--- config.mk ---
export PLATFORM = sky130hd
export DESIGN_NAME = ysyx_23060062_idu
export DESIGN_NICKNAME = d
export VERILOG_FILES = /design/src/rtl/ysyx_23060062_pkg.sv /design/src/rtl/ysyx_23060062_regfile.sv /design/src/rtl/ysyx_23060062_idu.sv
export SDC_FILE = /design/constraint.sdc
export NUM_CORES = 2
export LEC_CHECK = 0
export BUFFER_PORTS_ARGS = -buffer_cell sky130_fd_sc_hd__buf_2
export CAP_MARGIN = 10
export CELL_PAD_IN_SITES_DETAIL_PLACEMENT = 1
export CELL_PAD_IN_SITES_GLOBAL_PLACEMENT = 1
export CORE_MARGIN = 2
export CORE_UTILIZATION = 35
export CTS_BUF_LIST = sky130_fd_sc_hd__clkbuf_8
export DETAILED_ROUTE_END_ITERATION = 6
export PLACE_DENSITY_LB_ADDON = 0.1
export SLEW_MARGIN = 40
export SYNTH_ARGS = -nofsm -noshare
export SYNTH_HDL_FRONTEND = slang
export SYNTH_SLANG_ARGS = --single-unit
--- constraint.sdc ---
create_clock -name clk -period 49.9 [get_ports clk]
set_clock_uncertainty 0.2 [all_clocks]
set_input_delay 9.98 -clock clk [delete_from_list [all_inputs] [get_ports clk]]
set_output_delay 9.98 -clock clk [all_outputs]
set_load 0.01 [all_outputs]
--- src/rtl/ysyx_23060062_pkg.sv ---
// Shared decode definitions: op codes, base opcodes, EBREAK word and the
// decoded-operation bundle handed from decode to the ALU stage.
package ysyx_23060062_pkg;

  typedef enum logic [3:0] {
    OP_NOP     = 4'd0,
    OP_ADDI    = 4'd1,
    OP_SLTI    = 4'd2,
    OP_SLTIU   = 4'd3,
    OP_XORI    = 4'd4,
    OP_ORI     = 4'd5,
    OP_ANDI    = 4'd6,
    OP_SLLI    = 4'd7,
    OP_SRLI    = 4'd8,
    OP_SRAI    = 4'd9,
    OP_LUI     = 4'd10,
    OP_AUIPC   = 4'd11,
    OP_EBREAK  = 4'd12,
    OP_ILLEGAL = 4'd15
  } op_e;

  localparam logic [6:0]  OPC_OP_IMM  = 7'b0010011;
  localparam logic [6:0]  OPC_LUI     = 7'b0110111;
  localparam logic [6:0]  OPC_AUIPC   = 7'b0010111;
  localparam logic [31:0] EBREAK_WORD = 32'h0010_0073;

  typedef enum logic {S_RUN = 1'b0, S_HALT = 1'b1} state_e;

  typedef struct packed {
    op_e         op;
    logic [31:0] src1;
    logic [31:0] imm;
    logic [4:0]  rd;
    logic [31:0] pc;
  } dec_t;

endpackage

--- src/rtl/ysyx_23060062_regfile.sv ---
// 32x32 integer register file: async rs1 read with writeback bypass, sync write.
// x0 reads as zero and ignores writes.
module ysyx_23060062_regfile
  import ysyx_23060062_pkg::*;
(
  input  logic        clk,
  input  logic        rst,
  input  logic        wb_en,
  input  logic [4:0]  wb_idx,
  input  logic [31:0] wb_data,
  input  logic [4:0]  rs1_idx,
  output logic [31:0] rs1_data
);

  logic [31:0] regs [32];

  always_ff @(posedge clk or posedge rst) begin
    if (rst) begin
      for (int i = 0; i < 32; i++) regs[i] <= '0;
    end else if (wb_en && (wb_idx != 5'd0)) begin
      regs[wb_idx] <= wb_data;
    end
  end

  // A write landing this edge is only visible to a same-cycle read via the bypass.
  always_comb begin
    rs1_data = regs[rs1_idx];
    if (rs1_idx == 5'd0)
      rs1_data = '0;
    else if (wb_en && (wb_idx == rs1_idx))
      rs1_data = wb_data;
  end

endmodule

--- src/rtl/ysyx_23060062_idu.sv ---
// RV32I decode stage: 1-cycle registered output toward the ALU; input stalls
// while the held op is not consumed, and permanently after an accepted EBREAK.
module ysyx_23060062_idu
  import ysyx_23060062_pkg::*;
#(
  parameter logic [31:0] RESET_PC = 32'h8000_0000
) (
  input  logic        clk,
  input  logic        rst,
  input  logic        in_valid,
  output logic        in_ready,
  input  logic [31:0] in_inst,
  input  logic [31:0] in_pc,
  output logic        out_valid,
  input  logic        out_ready,
  output logic [3:0]  out_op,
  output logic [31:0] out_src1,
  output logic [31:0] out_imm,
  output logic [4:0]  out_rd,
  output logic [31:0] out_pc,
  input  logic        wb_en,
  input  logic [4:0]  wb_idx,
  input  logic [31:0] wb_data,
  output logic        halted
);

  logic [31:0] rs1_data;
  logic [2:0]  funct3;
  logic [6:0]  funct7;
  logic        accept;
  dec_t        dec;
  dec_t        out_q;
  state_e      state_q, state_d;

  assign funct3 = in_inst[14:12];
  assign funct7 = in_inst[31:25];

  ysyx_23060062_regfile u_regfile (
    .clk      (clk),
    .rst      (rst),
    .wb_en    (wb_en),
    .wb_idx   (wb_idx),
    .wb_data  (wb_data),
    .rs1_idx  (in_inst[19:15]),
    .rs1_data (rs1_data)
  );

  always_comb begin
    dec.op   = OP_ILLEGAL;
    dec.src1 = rs1_data;
    dec.imm  = '0;
    dec.rd   = in_inst[11:7];
    dec.pc   = in_pc;
    if (in_inst == EBREAK_WORD) begin
      dec.op   = OP_EBREAK;
      dec.rd   = '0;
      dec.src1 = '0;
    end else begin
      case (in_inst[6:0])
        OPC_OP_IMM: begin
          dec.imm = {{20{in_inst[31]}}, in_inst[31:20]};
          case (funct3)
            3'b000: dec.op = OP_ADDI;
            3'b010: dec.op = OP_SLTI;
            3'b011: dec.op = OP_SLTIU;
            3'b100: dec.op = OP_XORI;
            3'b110: dec.op = OP_ORI;
            3'b111: dec.op = OP_ANDI;
            3'b001: begin
              dec.imm = {27'b0, in_inst[24:20]};
              if (funct7 == 7'b0000000) dec.op = OP_SLLI;
            end
            3'b101: begin
              dec.imm = {27'b0, in_inst[24:20]};
              if (funct7 == 7'b0000000)      dec.op = OP_SRLI;
              else if (funct7 == 7'b0100000) dec.op = OP_SRAI;
            end
            default: dec.op = OP_ILLEGAL;
          endcase
        end
        OPC_LUI: begin
          dec.op   = OP_LUI;
          dec.imm  = {in_inst[31:12], 12'b0};
          dec.src1 = '0;
        end
        OPC_AUIPC: begin
          dec.op   = OP_AUIPC;
          dec.imm  = {in_inst[31:12], 12'b0};
          dec.src1 = in_pc;
        end
        default: dec.op = OP_ILLEGAL;
      endcase
    end
    // Illegal encodings travel downstream with a clean immediate.
    if (dec.op == OP_ILLEGAL) dec.imm = '0;
  end

  assign in_ready = !halted && (!out_valid || out_ready);
  assign accept   = in_valid && in_ready;

  always_ff @(posedge clk or posedge rst) begin
    if (rst) begin
      out_valid <= 1'b0;
      out_q     <= '{op: OP_NOP, src1: '0, imm: '0, rd: '0, pc: RESET_PC};
    end else if (accept) begin
      out_valid <= 1'b1;
      out_q     <= dec;
    end else if (out_ready) begin
      out_valid <= 1'b0;
    end
  end

  assign out_op   = out_q.op;
  assign out_src1 = out_q.src1;
  assign out_imm  = out_q.imm;
  assign out_rd   = out_q.rd;
  assign out_pc   = out_q.pc;

  always_ff @(posedge clk or posedge rst) begin
    if (rst) state_q <= S_RUN;
    else     state_q <= state_d;
  end

  always_comb begin
    state_d = state_q;
    if (state_q == S_RUN && accept && dec.op == OP_EBREAK) state_d = S_HALT;
  end

  always_comb begin
    halted = (state_q == S_HALT);
  end

endmodule

# After elaboration in Yosys (flattened, before gate mapping)
# Cells that the tools add are included.
# classes
reduce_logical	17
bitwise	3
order_cmp	3
eq_ne	15
muxes	22
# ops
cell	count
1024-bit bitwise mux	1
32-bit 2-to-1 mux	8
32-bit binary-select mux with 5-bit select	1
32-bit demux with 5-bit select	1
32-bit one-hot mux with 2 select lines	2
36-bit 2-to-1 mux	1
32-bit by 21-bit equality test with 1-bit output, second input constant	1
4-bit one-hot mux with 8 select lines	1
7-bit by 5-bit equality test with 1-bit output, second input constant	2
7-bit by 6-bit equality test with 1-bit output, second input constant	2
3-bit equality test, second input constant	4
6-bit greater-or-equal comparator, second input constant	2
5-bit inverter with 6-bit output	2
4-bit one-hot mux with 3 select lines	1
4-bit equality test, second input constant	2
4-bit 2-to-1 mux	2
1-bit logical AND	7
7-bit logical NOT	1
3-bit by 2-bit equality test with 1-bit output, second input constant	2
6-bit by 1-bit less-than comparator with 1-bit output, second input constant	1
5-bit equality test	1
5-bit logical NOT	1
5-bit 2-to-1 mux	1
5-bit nonzero test	1
9 further kinds	12
# totals
register_bits	1131
output_inout_bits	108

# Depth between registers and ports, before layout
# logic_depth
word_depth	10
ltp_mapped	9
mapped_depth_nobuf	5

# Cells and area by module
# From an unflattened synthesis, not the netlist that was laid out.
# unflattened
hier_cells	3538
hier_area_um2	51476.9
# by_module_without_submodules
module	area_each_um2	cells_each	instances
ysyx_23060062_regfile	46512.1	3037	1
ysyx_23060062_idu	4964.8	501	1

# Least setup slack after synthesis
# Ideal clock, no wire load.
# synth_timing
path_type	input -> output
from	input port out_ready
to	output port in_ready
path_slack_ns	29.400
path_buffers	0
path_stages	2
t_arrival_ns	10.320
required_ns	39.720
path_cell_list	nand2b_1 and2_1
# synth_between
elab_chain_cells	2
# synth_rtl
element	line_no	source
from (decl)	ysyx_23060062_idu.sv:15	input logic out_ready,
1-bit logical OR	ysyx_23060062_idu.sv:98	assign in_ready = !halted && (!out_valid || out_ready);
1-bit logical AND	ysyx_23060062_idu.sv:98	
to (decl)	ysyx_23060062_idu.sv:11	output logic in_ready,
# No other way between the ends.

# Worst setup path after layout
# Same ends and word-level chain as after synthesis.

==> results.ini <==
[synthesis]
netlist-cell-type-count=57
synthCells=3475
synth_edf_count=0
synth_top_area_share_pct=55.7
synthesis.nets=3581
synth-seq-area-share_pct=55.8
yosys.area.top_type=dfrtp_1
synth_warnings=0
synth_ff_type=dfrtp_1
netlist_area_mm2=0.0507
synth_area_leaders=dfrtp_1, mux2_2, mux4_2
async_flop_share_pct=100
syn_area_per_cell_um2=14.6
synth-seq-cells=1131

[global_route]
antenna_found_initial=7
grt-ovfl-total=0
grt_pass1_wl_mm=243
groute.usage.overall_pct=22.3
grt_pass1_vias=35508
grt_max_degree=163

[run_status]
status=complete, no violations

[timing]
rsz0062_at_grt=no
fin_hold_ws_ns=0.172
setup_viol=0
relSlewSlack_pct=39.3
hold_viol_final=0
tns_ns=0
fin_crit_sh_pct=41.8
drv_slew=0
period_minus_slack_ns=20.84
fmax_mhz=48.0
worst_pin_slew_ns=0.910

[detailed_routing]
firstDrtPassIters=4
drt-vias-per-instance=5.50
drt-initial-drc-count=1560
antenna_left=0
route.detailed.drc=0
wirelength_mm=163
wl_per_cell_um=28.8
via_count=31153

[layout]
syn2layout_area_growth_pct=13.7
nNetsFinal=3711
final-instance-count-excl-fill=5667
drive_above_1_share_pct=43.9
stdcell_area_mm2=0.0577

[setup_path]
crit_chain=buf_2 -> nand2b_1 -> and2_1 -> buf_2
critPathMaxFanout=4
crit_arrival_ns=10.66
crit_type=in -> out
rr_worst_depth=6
crit_family=simple AND/OR/NAND/NOR gates
crit_buf_inv=2
required_ns=39.72
r2r_setup_slack_ns=46.79
cp_common_cell=buf_2
reg2reg_to=out_src1[4]
reg2reg_from=out_valid
critPathLaunchType=input port
critPathMaxStageDelay_ns=0.23
cp_slowest_cell=nand2b_1
endpoint_kind=primary output

[floorplan]
die_area_mm2=0.148
die_h_um=385
fp.dieW_um=385
io-pin-count=214
coreArea_mm2=0.144
rows=139
initial_utilization_pct=35.3

[place]
place_congestion=0.759
io_buffers=213
post-dp-hpwl_mm=94.1
dp.cells=5303
place_area_mm2=0.0536

[clocking]
cts_buffers=202
root_buffer=clkbuf_8
clk_pin_slew_ns=0.05
cts_buffer_depth=3
cts_tree=built
cts_setup_buffers=0
clkLatencyLatePin_ns=0.92
cts_hold_buf=0
htreeDepth=4
cts_resized=0
clock_sinks=1131

[power_and_ir_drop]
clock_power_share_pct=36.5
seq_power_share_pct=49.3
irDropWorstVdd_mv=0.0213
p_comb_share_pct=14.2
p_leak_uw=0.0267
power.switching_uw=618
finalPower_uw=2340
p_per_area_mw_per_mm2=40.6
p_int_uw=1720
switching_share_pct=26.4

[worst_hold_path]
holdPathEnd=u_regfile.regs[1011]
worstHoldPathType=reg -> reg
hold_depth=0
min_from=u_regfile.regs[1011]

[run]
drv_cap=0

## synthesized netlist by cell type, types with 2 or more instances
cell	count
dfrtp_1	1130
mux2_2	814
clkbuf_1	242
mux4_2	192
mux2_1	180
nand2_1	161
mux2i_1	127
a21oi_1	109
nor2_1	73
buf_2	55
buf_1	52
a22o_1	37
a221o_1	33
a22oi_1	32
o221ai_1	31
o22ai_1	31
a2111oi_2	29
o21ai_1	20
nand3_1	15
buf_6	14
o21ai_0	9
a32o_1	7
nand3b_1	6
inv_1	5
and3_1	4
buf_4	4
nand2b_1	4
nand4_1	4
nor4_1	4
nor4b_1	4
a31oi_1	3
nand4b_1	3
nor2b_1	3
nor3_1	3
nor3b_1	3
xnor2_1	3
xor2_1	3
a2111oi_0	2
a211oi_1	2
a21o_1	2
and2_0	2
and2_1	2
and4b_1	2
## layout by cell type, fill, tap and decap left out, types with 15 or more instances in the layout
cell type	Yosys	final
a22oi_1	32	32
dfrtp_1	1130	1130
buf_6	14	19
mux2_2	814	814
mux2i_1	127	127
nand2_2	0	15
o21ai_1	20	20
nand2_1	161	146
a21oi_1	109	109
mux4_2	192	192
buf_4	4	51
o221ai_1	31	31
a2111oi_2	29	29
buf_2	55	209
mux2_1	180	180
a22o_1	37	37
nor2_1	73	60
o22ai_1	31	31
clkbuf_8	0	250
a221o_1	33	33
inv_1	5	85
## registers in the layout (all words and copies together) (netlist names)
| name | count |
|---|---|
| out_rd | 5 |
| u_regfile.regs | 1024 |
| out_op | 4 |
| out_imm | 32 |
| halted | 1 |
| out_pc | 32 |
| out_valid | 1 |
| out_src1 | 32 |
## cells by family after synthesis
kind of cell / share of synthesized area, %
buf+inv: 3.12
compound gates: 5.27
simple gates: 2.61
xor+xnor: 0.104
mux: 33.1
flops: 55.8
## stage by stage
| stage | setup WS (ns) | utilization (%) |
|---|---|---|
| after floorplan | 7.87 | - |
| after global placement | 29.07 | 37.2 |
| after detailed placement | 29.06 | 37.3 |
| after CTS | 29.06 | 40.1 |
| after global routing | 29.02 | 40.2 |
| final | 29.06 | 40.2 |
## how the worst max path moves through the flow
stage / cells past startpoint / slack, ns / startpoint / end
after floorplan: 1 / 7.87 / rst / halted
after global placement: 4 / 29.07 / out_ready / in_ready
after detailed placement: 4 / 29.06 / out_ready / in_ready
after CTS: 4 / 29.06 / out_ready / in_ready
after global routing: 4 / 29.02 / out_ready / in_ready
final: 4 / 29.06 / out_ready / in_ready
## per-layer routing
layer	vias up	global-route usage (%)	routed length [um]
met1	17088	30.6	74900
met5	-	0	11
met3	270	3.62	6490
met4	2	6.81	4230
met2	730	36.4	77900
li1	13063	-	-
## power groups by stage
stage | combinational [uW] | clock (uW) | sequential (uW)
2_1_floorplan | 261 | 0 | 1140
3_5_place_dp | 336 | 0 | 1170
3_3_place_gp | 318 | 0 | 1150
5_1_grt | 361 | 927 | 1170
6_report | 332 | 855 | 1150
4_1_cts | 337 | 885 | 1150
## final cells by class
class,instances,area (um2)
fill,14507,86000
clock buffer,247,3400
timing repair buffer,293,1920
sequential,1131,28300
antenna,5,12.5
clock inverter,111,588
tap,1903,2380
multi-input combinational,1972,21100
inverter,5,31.3
Power figures use the tool's default switching activity.
